===== src/rtl/mant_mul_seq_pkg.sv =====
// rtl/mant_mul_seq_pkg.sv - shared constants and state type for the sequential mantissa multiplier
package mant_mul_seq_pkg;

  localparam int MW_DEFAULT = 24;
  localparam int PW         = 2 * MW_DEFAULT;
  localparam int CNT_W      = $clog2(MW_DEFAULT + 1);

  typedef enum logic [1:0] {
    IDLE = 2'd0,
    RUN  = 2'd1,
    DONE = 2'd2
  } state_t;

endpackage


===== src/rtl/adder_25bit.sv =====
// rtl/adder_25bit.sv - ripple-carry adder, width defaults to 25 bits
module adder_25bit #(
  parameter int W = 25
) (
  input  logic [W-1:0] i_a,
  input  logic [W-1:0] i_b,
  input  logic         i_cin,
  output logic [W-1:0] o_sum,
  output logic         o_cout
);

  logic [W:0] w_c;

  assign w_c[0] = i_cin;

  for (genvar i = 0; i < W; i++) begin : g_fa
    assign o_sum[i]  = i_a[i] ^ i_b[i] ^ w_c[i];
    assign w_c[i+1]  = (i_a[i] & i_b[i]) | (w_c[i] & (i_a[i] ^ i_b[i]));
  end

  assign o_cout = w_c[W];

endmodule


===== src/rtl/mant_mul_seq.sv =====
// rtl/mant_mul_seq.sv - MW x MW unsigned shift-add multiplier, one partial product per cycle
module mant_mul_seq
  import mant_mul_seq_pkg::*;
#(
  parameter int MW = MW_DEFAULT
) (
  input  logic            clk,
  input  logic            rst_n,
  input  logic            start,
  input  logic [MW-1:0]   a,
  input  logic [MW-1:0]   b,
  output logic            busy,
  output logic            done,
  output logic [2*MW-1:0] product
);

  localparam int CW  = (MW == MW_DEFAULT) ? CNT_W : $clog2(MW + 1);
  localparam int PWL = (MW == MW_DEFAULT) ? PW : 2 * MW;

  state_t          r_state;
  state_t          w_next;
  logic [MW-1:0]   r_m;
  logic [MW-1:0]   r_q;
  logic [MW-1:0]   r_acc;
  logic [CW-1:0]   r_cnt;
  logic [MW:0]     w_in1;
  logic [MW:0]     w_in2;
  logic [MW:0]     w_sum;
  logic            w_unused_cout;
  logic            w_last;

  assign w_in1  = {1'b0, r_acc};
  assign w_in2  = r_q[0] ? {1'b0, r_m} : '0;
  assign w_last = (r_cnt == CW'(MW - 1));

  // Carry-out never fires: ACC + M is at most 2^(MW+1) - 2.
  adder_25bit #(
    .W (MW + 1)
  ) u_add (
    .i_a    (w_in1),
    .i_b    (w_in2),
    .i_cin  (1'b0),
    .o_sum  (w_sum),
    .o_cout (w_unused_cout)
  );

  always_ff @(posedge clk or negedge rst_n) begin
    if (!rst_n) begin
      r_state <= IDLE;
    end else begin
      r_state <= w_next;
    end
  end

  always_comb begin
    w_next = r_state;
    busy   = 1'b0;
    done   = 1'b0;
    case (r_state)
      IDLE: begin
        if (start) w_next = RUN;
      end
      RUN: begin
        busy = 1'b1;
        if (w_last) w_next = DONE;
      end
      DONE: begin
        busy   = 1'b1;
        done   = 1'b1;
        w_next = IDLE;
      end
      default: w_next = IDLE;
    endcase
  end

  // Low product half shares the Q register: each step shifts one result bit in from the top.
  always_ff @(posedge clk or negedge rst_n) begin
    if (!rst_n) begin
      r_m   <= '0;
      r_q   <= '0;
      r_acc <= '0;
      r_cnt <= '0;
    end else begin
      case (r_state)
        IDLE: begin
          if (start) begin
            r_m   <= a;
            r_q   <= b;
            r_acc <= '0;
            r_cnt <= '0;
          end
        end
        RUN: begin
          r_acc <= w_sum[MW:1];
          r_q   <= {w_sum[0], r_q[MW-1:1]};
          r_cnt <= r_cnt + 1'b1;
        end
        default: ;
      endcase
    end
  end

  assign product = PWL'({r_acc, r_q});

endmodule


===== config.mk =====
export PLATFORM = sky130hd
export DESIGN_NAME = mant_mul_seq
export DESIGN_NICKNAME = d
export VERILOG_FILES = /design/src/rtl/mant_mul_seq_pkg.sv /design/src/rtl/adder_25bit.sv /design/src/rtl/mant_mul_seq.sv
export SDC_FILE = /design/constraint.sdc
export NUM_CORES = 1
export LEC_CHECK = 0
export CORE_MARGIN = 3
export CORE_UTILIZATION = 46
export CTS_BUF_LIST = sky130_fd_sc_hd__clkbuf_8
export DETAILED_ROUTE_END_ITERATION = 8
export GPL_TIMING_DRIVEN = 1
export PLACE_DENSITY = 0.79
export SLEW_MARGIN = 20
export SYNTH_ARGS = -nofsm -noshare
export SYNTH_HDL_FRONTEND = slang
export SYNTH_HIERARCHICAL = 1
export SYNTH_SLANG_ARGS = --single-unit

===== constraint.sdc =====
create_clock -name clk -period 10 [get_ports clk]
set_clock_uncertainty 0.05 [all_clocks]
set_input_delay 2.5 -clock clk [delete_from_list [all_inputs] [get_ports clk]]
set_output_delay 2.5 -clock clk [all_outputs]
set_load 0.02 [all_outputs]

* Word level (Yosys, flattened, before mapping)
Cells that the tools add are included.
Word-level totals: register bits after elaboration 79, latch bits 0, memory bits (writable) 0, ROM bits 0, input bits 51, output and inout bits 50, logic and storage cells 147, memories kept 0
Cells by class: add/subtract/negate cells 1, multipliers 0, div/mod/pow operators 0, $lt $le $gt $ge 0, eq/ne operators 5, shift-type cells 0, multiplexer cells 12, bitwise logic cells 118, reduce and logical (&&, ||, !) cells 6
Operators with widths (number):
- case mux 24 bit (2 select lines) | 2
- two-way mux 24 bit | 3
- AND 1 bit | 47
- bitwise XOR 1 bit | 47
- bitwise OR 1 bit | 23
- case mux 5 bit (2 select lines) | 1
- AND reduction 2 bit | 3
- adder 5 x 1 -> 5 bit (second input constant) | 1
- == test 5 bit (second input constant) | 1
- two-way mux 5 bit | 1
- two-way mux 2 bit | 2
- inequality test 2 bit (second input constant) | 2
- case mux 2 bit (2 select lines) | 1
- == test 2 x 1 -> 1 bit (second input constant) | 1
- == test 2 bit (second input constant) | 1
- logical NOT 2 bit | 1
- two-way mux 1 bit | 2
- nonzero test 2 bit | 1
- OR reduction 2 bit | 1
- bitwise XOR 1 bit (first input constant) | 1

* Logic depth before layout (Yosys ltp)
depth after elaboration 50, depth in mapped cells 31, gate-level depth less buffers 31

* Modules after synthesis
Netlist, hierarchy kept.
Modules (own cells, without submodules):
- mant_mul_seq | instances 1, cells an instance 273, area an instance 3380.7 sq um, sequential area each 1976.9 sq um
- adder_25bit | instances 1, cells an instance 35, area an instance 538.0 sq um, sequential area each 0.0 sq um

* Worst setup path after synthesis
No wires, ideal clock.
path type flip-flop to flip-flop, from register r_q[0], to register r_acc[23], setup time 0.121 ns, arrival 10.025 ns, required time 9.829 ns, setup slack -0.196 ns, stages on the path, launching flop included 32, buffers on the path 0, period minus slack after synthesis 10.196 ns, path through dfrtp_1 and2_1 fa_1 fa_1 fa_1 fa_1 fa_1 fa_1 fa_1 fa_1 fa_1 fa_1 fa_1 fa_1 fa_1 fa_1 fa_1 fa_1 inv_1 fa_1 inv_1 fa_1 fa_1 fa_1 fa_1 fa_1 fa_1 fa_1 inv_1 fa_1 inv_1 a22o_1
Between the ends: longest elaborated chain between the ends 50, elaborated cells on any way between the ends 96, those cells by class mux: 2; bitwise: 94
RTL lines:
- start, declared | RTL line mant_mul_seq.sv:23 | logic [MW-1:0] r_q;
- start signal, assigned | RTL line mant_mul_seq.sv:95 | r_q <= {w_sum[0], r_q[MW-1:1]};
- two-way mux 24 bit | RTL line mant_mul_seq.sv:33 | assign w_in2 = r_q[0] ? {1'b0, r_m} : '0;
- via w_in2[0] | RTL line mant_mul_seq.sv:27 | logic [MW:0] w_in2;
- AND 1 bit (2 in series) | RTL line adder_25bit.sv:18 | assign w_c[i+1] = (i_a[i] & i_b[i]) | (w_c[i] & (i_a[i] ^ i_b[i]));
- bitwise OR 1 bit | RTL line adder_25bit.sv:18
- AND 1 bit | RTL line adder_25bit.sv:18
- bitwise OR 1 bit | RTL line adder_25bit.sv:18
- AND 1 bit | RTL line adder_25bit.sv:18
- bitwise OR 1 bit | RTL line adder_25bit.sv:18
- [35 not listed]
- bitwise OR 1 bit | RTL line adder_25bit.sv:18
- AND 1 bit | RTL line adder_25bit.sv:18
- bitwise OR 1 bit | RTL line adder_25bit.sv:18
- AND 1 bit | RTL line adder_25bit.sv:18
- bitwise OR 1 bit | RTL line adder_25bit.sv:18
- bitwise XOR 1 bit | RTL line adder_25bit.sv:17 | assign o_sum[i] = i_a[i] ^ i_b[i] ^ w_c[i];
- via w_sum[24] | RTL line mant_mul_seq.sv:28 | logic [MW:0] w_sum;
- case mux 24 bit (2 select lines) | RTL line mant_mul_seq.sv:84 | case (r_state)
- end signal, assigned | RTL line mant_mul_seq.sv:94 | r_acc <= w_sum[MW:1];
- end, declared | RTL line mant_mul_seq.sv:24 | logic [MW-1:0] r_acc;
The timed path passes the listed nets, and every way through them passes these cells. A chain may end at the register's enable or synchronous reset.

* Final worst setup path
Ends and elaborated chain as after synthesis.

==> flow_summary.yaml <==
timing:
  worst_pin_slew_ns: 1.07
  fmax_ghz: 0.103
  rsz0062_at_grt: "no"
  fin_ws_ns: 0.305
  finalMaxSlewViolations: 0
  period_share_pct: 96.9
  hold_violations: 0
  setup_violations: 0
  min_period_ns: 9.69
  maxSlewHeadroom_pct: 28.5
power:
  power.density_nw_per_um2: 293
  fin_total_pwr_uw: 1540
  vdd_drop_max_mv: 0.118
  p_leak_uw: 0.00228
critical_path:
  rr_worst_depth: 31
  cp.required_ns: 10.19
  worstSetupStartpointType: "register"
  slowest_delay_ns: 0.41
  cp.buffers_inverters: 4
  crit_arrival_ns: 9.88
  setup.worst_path.start: "r_q[0]"
  crit_end: "r_acc[23]"
  reg2reg_slack_ns: 0.31
  path_max_fanout: 2
  crit-reg2reg-launch: "r_q[0]"
  crit_top_cell: "fa_2"
  crit_type: "register to register"
  crit_slowest_cell: "dfrtp_2"
  crit_family: "adder cells"
  path_depth: 31
  reg2reg_to: "r_acc[23]"
  worstSetupEndpointType: "register"
global_route:
  grt_pass1_wl_mm: 13.7
  grt_max_degree: 80
  grt_pass1_vias: 2777
  antenna_found_initial: 0
  grt.overflow.total: 0
  grtUsageTotal_pct: 17.6
status:
  run_status: "finished, final reports clean"
routing:
  vias: 2649
  antenna_left: 0
  routed_wl_mm: 8.02
  via_per_inst: 5.12
  first_pass_iters: 4
  drc: 0
  first_iter_violations: 67
  wl_per_cell_um: 15.5
placed_design:
  dp_slack_ns: -0.217
  place.gp.congestion: 0.805
  place.port_buffers: 100
  dpl.hpwl_mm: 5.64
clock_tree:
  cts_buffers: 9
  cts_tree: "built"
  clk_pin_slew_ns: 0.08
  htreeDepth: 3
  insertion_delay_ns: 0.35
  cts_root_buf: "clkbuf_8"
  clock-sinks: 79
  cts_buffer_depth: 2
die:
  row_count: 33
  die_area_um2: 9650
  ioPinCount: 101
  fp.dieH_um: 98.3
  dieWidth_um: 98.3
  initial_core_util_pct: 47.4
  core_um2: 8260
yosys:
  synth_area_um2: 3920
  synth_area_per_cell_um2: 12.8
  yosys_warnings: 6
  netlist_instances: 307
layout:
  drive_gt1_share_pct: 16.3
  nFillCells: 645
  syn_to_final_growth_pct: 34.4
  n_antenna_cell: 0
  final_nets: 487
min_path:
  min_path_type: "register to register"
run:
  maxCapViolCount: 0
[metal layers]
layer	up-vias	part of all wire, %	track usage (%)
met5	-	0	0
met3	10	5.3	4.07
met1	1315	45	23.7
met2	80	49	28.9
li1	1244	-	-
met4	0	1.1	5.04
[what timing repair did]
action | CTS | global route
resized for setup | 6 | 6
setup buffers | 0 | 0
hold buffers | 0 | 0
pin swaps | 0 | 1
gates cloned | 0 | 0
setup endpoints to repair | 2 | 2
[area by class of cell]
| type | instances | area [µm²] | area share [%] |
|---|---|---|---|
| Clock inverter | 7 | 73.8 | 1.40 |
| Multi-Input combinational cell | 200 | 1850 | 35.2 |
| Sequential cell | 79 | 1980 | 37.6 |
| Clock buffer | 9 | 124 | 2.35 |
| Inverter | 12 | 45.0 | 0.856 |
| Timing Repair Buffer | 105 | 1060 | 20.1 |
| Tap cell | 105 | 131 | 2.50 |
[stage by stage]
stage	TNS [ns]	instance area [µm²]	std cells	utilization [%]	hold slack (ns)
2_1_floorplan	0	3940	309	-	0.421
3_3_place_gp	-0.0974	5000	500	60.6	0.432
3_5_place_dp	-0.260	5000	500	60.6	0.436
4_1_cts	0	5220	516	63.2	0.454
5_1_grt	0	5260	517	63.7	0.474
6_report	0	5260	517	63.7	0.452
[how the worst min path moves through the flow]
stage                     cells past startpoint      end  startpoint  slack, ns
after floorplan                               1  r_m[10]     r_m[10]       0.42
after global placement                        1   r_m[1]      r_m[1]       0.43
after detailed placement                      1  r_m[15]     r_m[15]       0.44
after CTS                                     1  r_m[15]     r_m[15]       0.45
after global routing                          1  r_m[18]     r_m[18]       0.47
final                                         1  r_m[15]     r_m[15]       0.45
[flip-flops by register name, summed over array words and instances, names as in the netlist]
signal / count
r_m: 24
r_q: 24
r_acc: 24
r_state: 2
r_cnt: 5
[report_power, final]
group	internal [µW]	switching, µW
clock network	116	121
registers	456	100
logic	372	378
[cells in the final DEF (no fill, tap or decap)]
master / count
nor2_1: 2
dfrtp_1: 78
and2_4: 1
nand4b_1: 1
clkinvlp_4: 3
mux2i_4: 1
fa_2: 16
dfrtp_2: 1
clkbuf_8: 9
and2_1: 23
inv_1: 13
and2b_1: 1
clkdlybuf4s50_1: 99
o21ai_1: 5
ha_1: 4
clkinv_4: 1
buf_16: 1
inv_6: 1
conb_1: 3
o21ai_0: 23
mux2i_1: 24
fa_1: 9
bufinv_16: 1
buf_4: 5
a311oi_1: 1
a21oi_1: 4
o21a_1: 1
nand3_1: 2
a22o_1: 25
nor2b_2: 1
nand2_2: 1
mux2_2: 25
nand2_1: 24
or3_1: 3
[worst register-to-register path: cells and delay by family, from the launching register on]
kind                       cells  cell delay (ns)
adders and majority gates     25             8.59
DFF                            1             0.41
buffers and inverters          4             0.23
AOI/OAI and AO/OA              1             0.18
and+or+nand+nor                1             0.14
(Power assumes the default switching activity.)
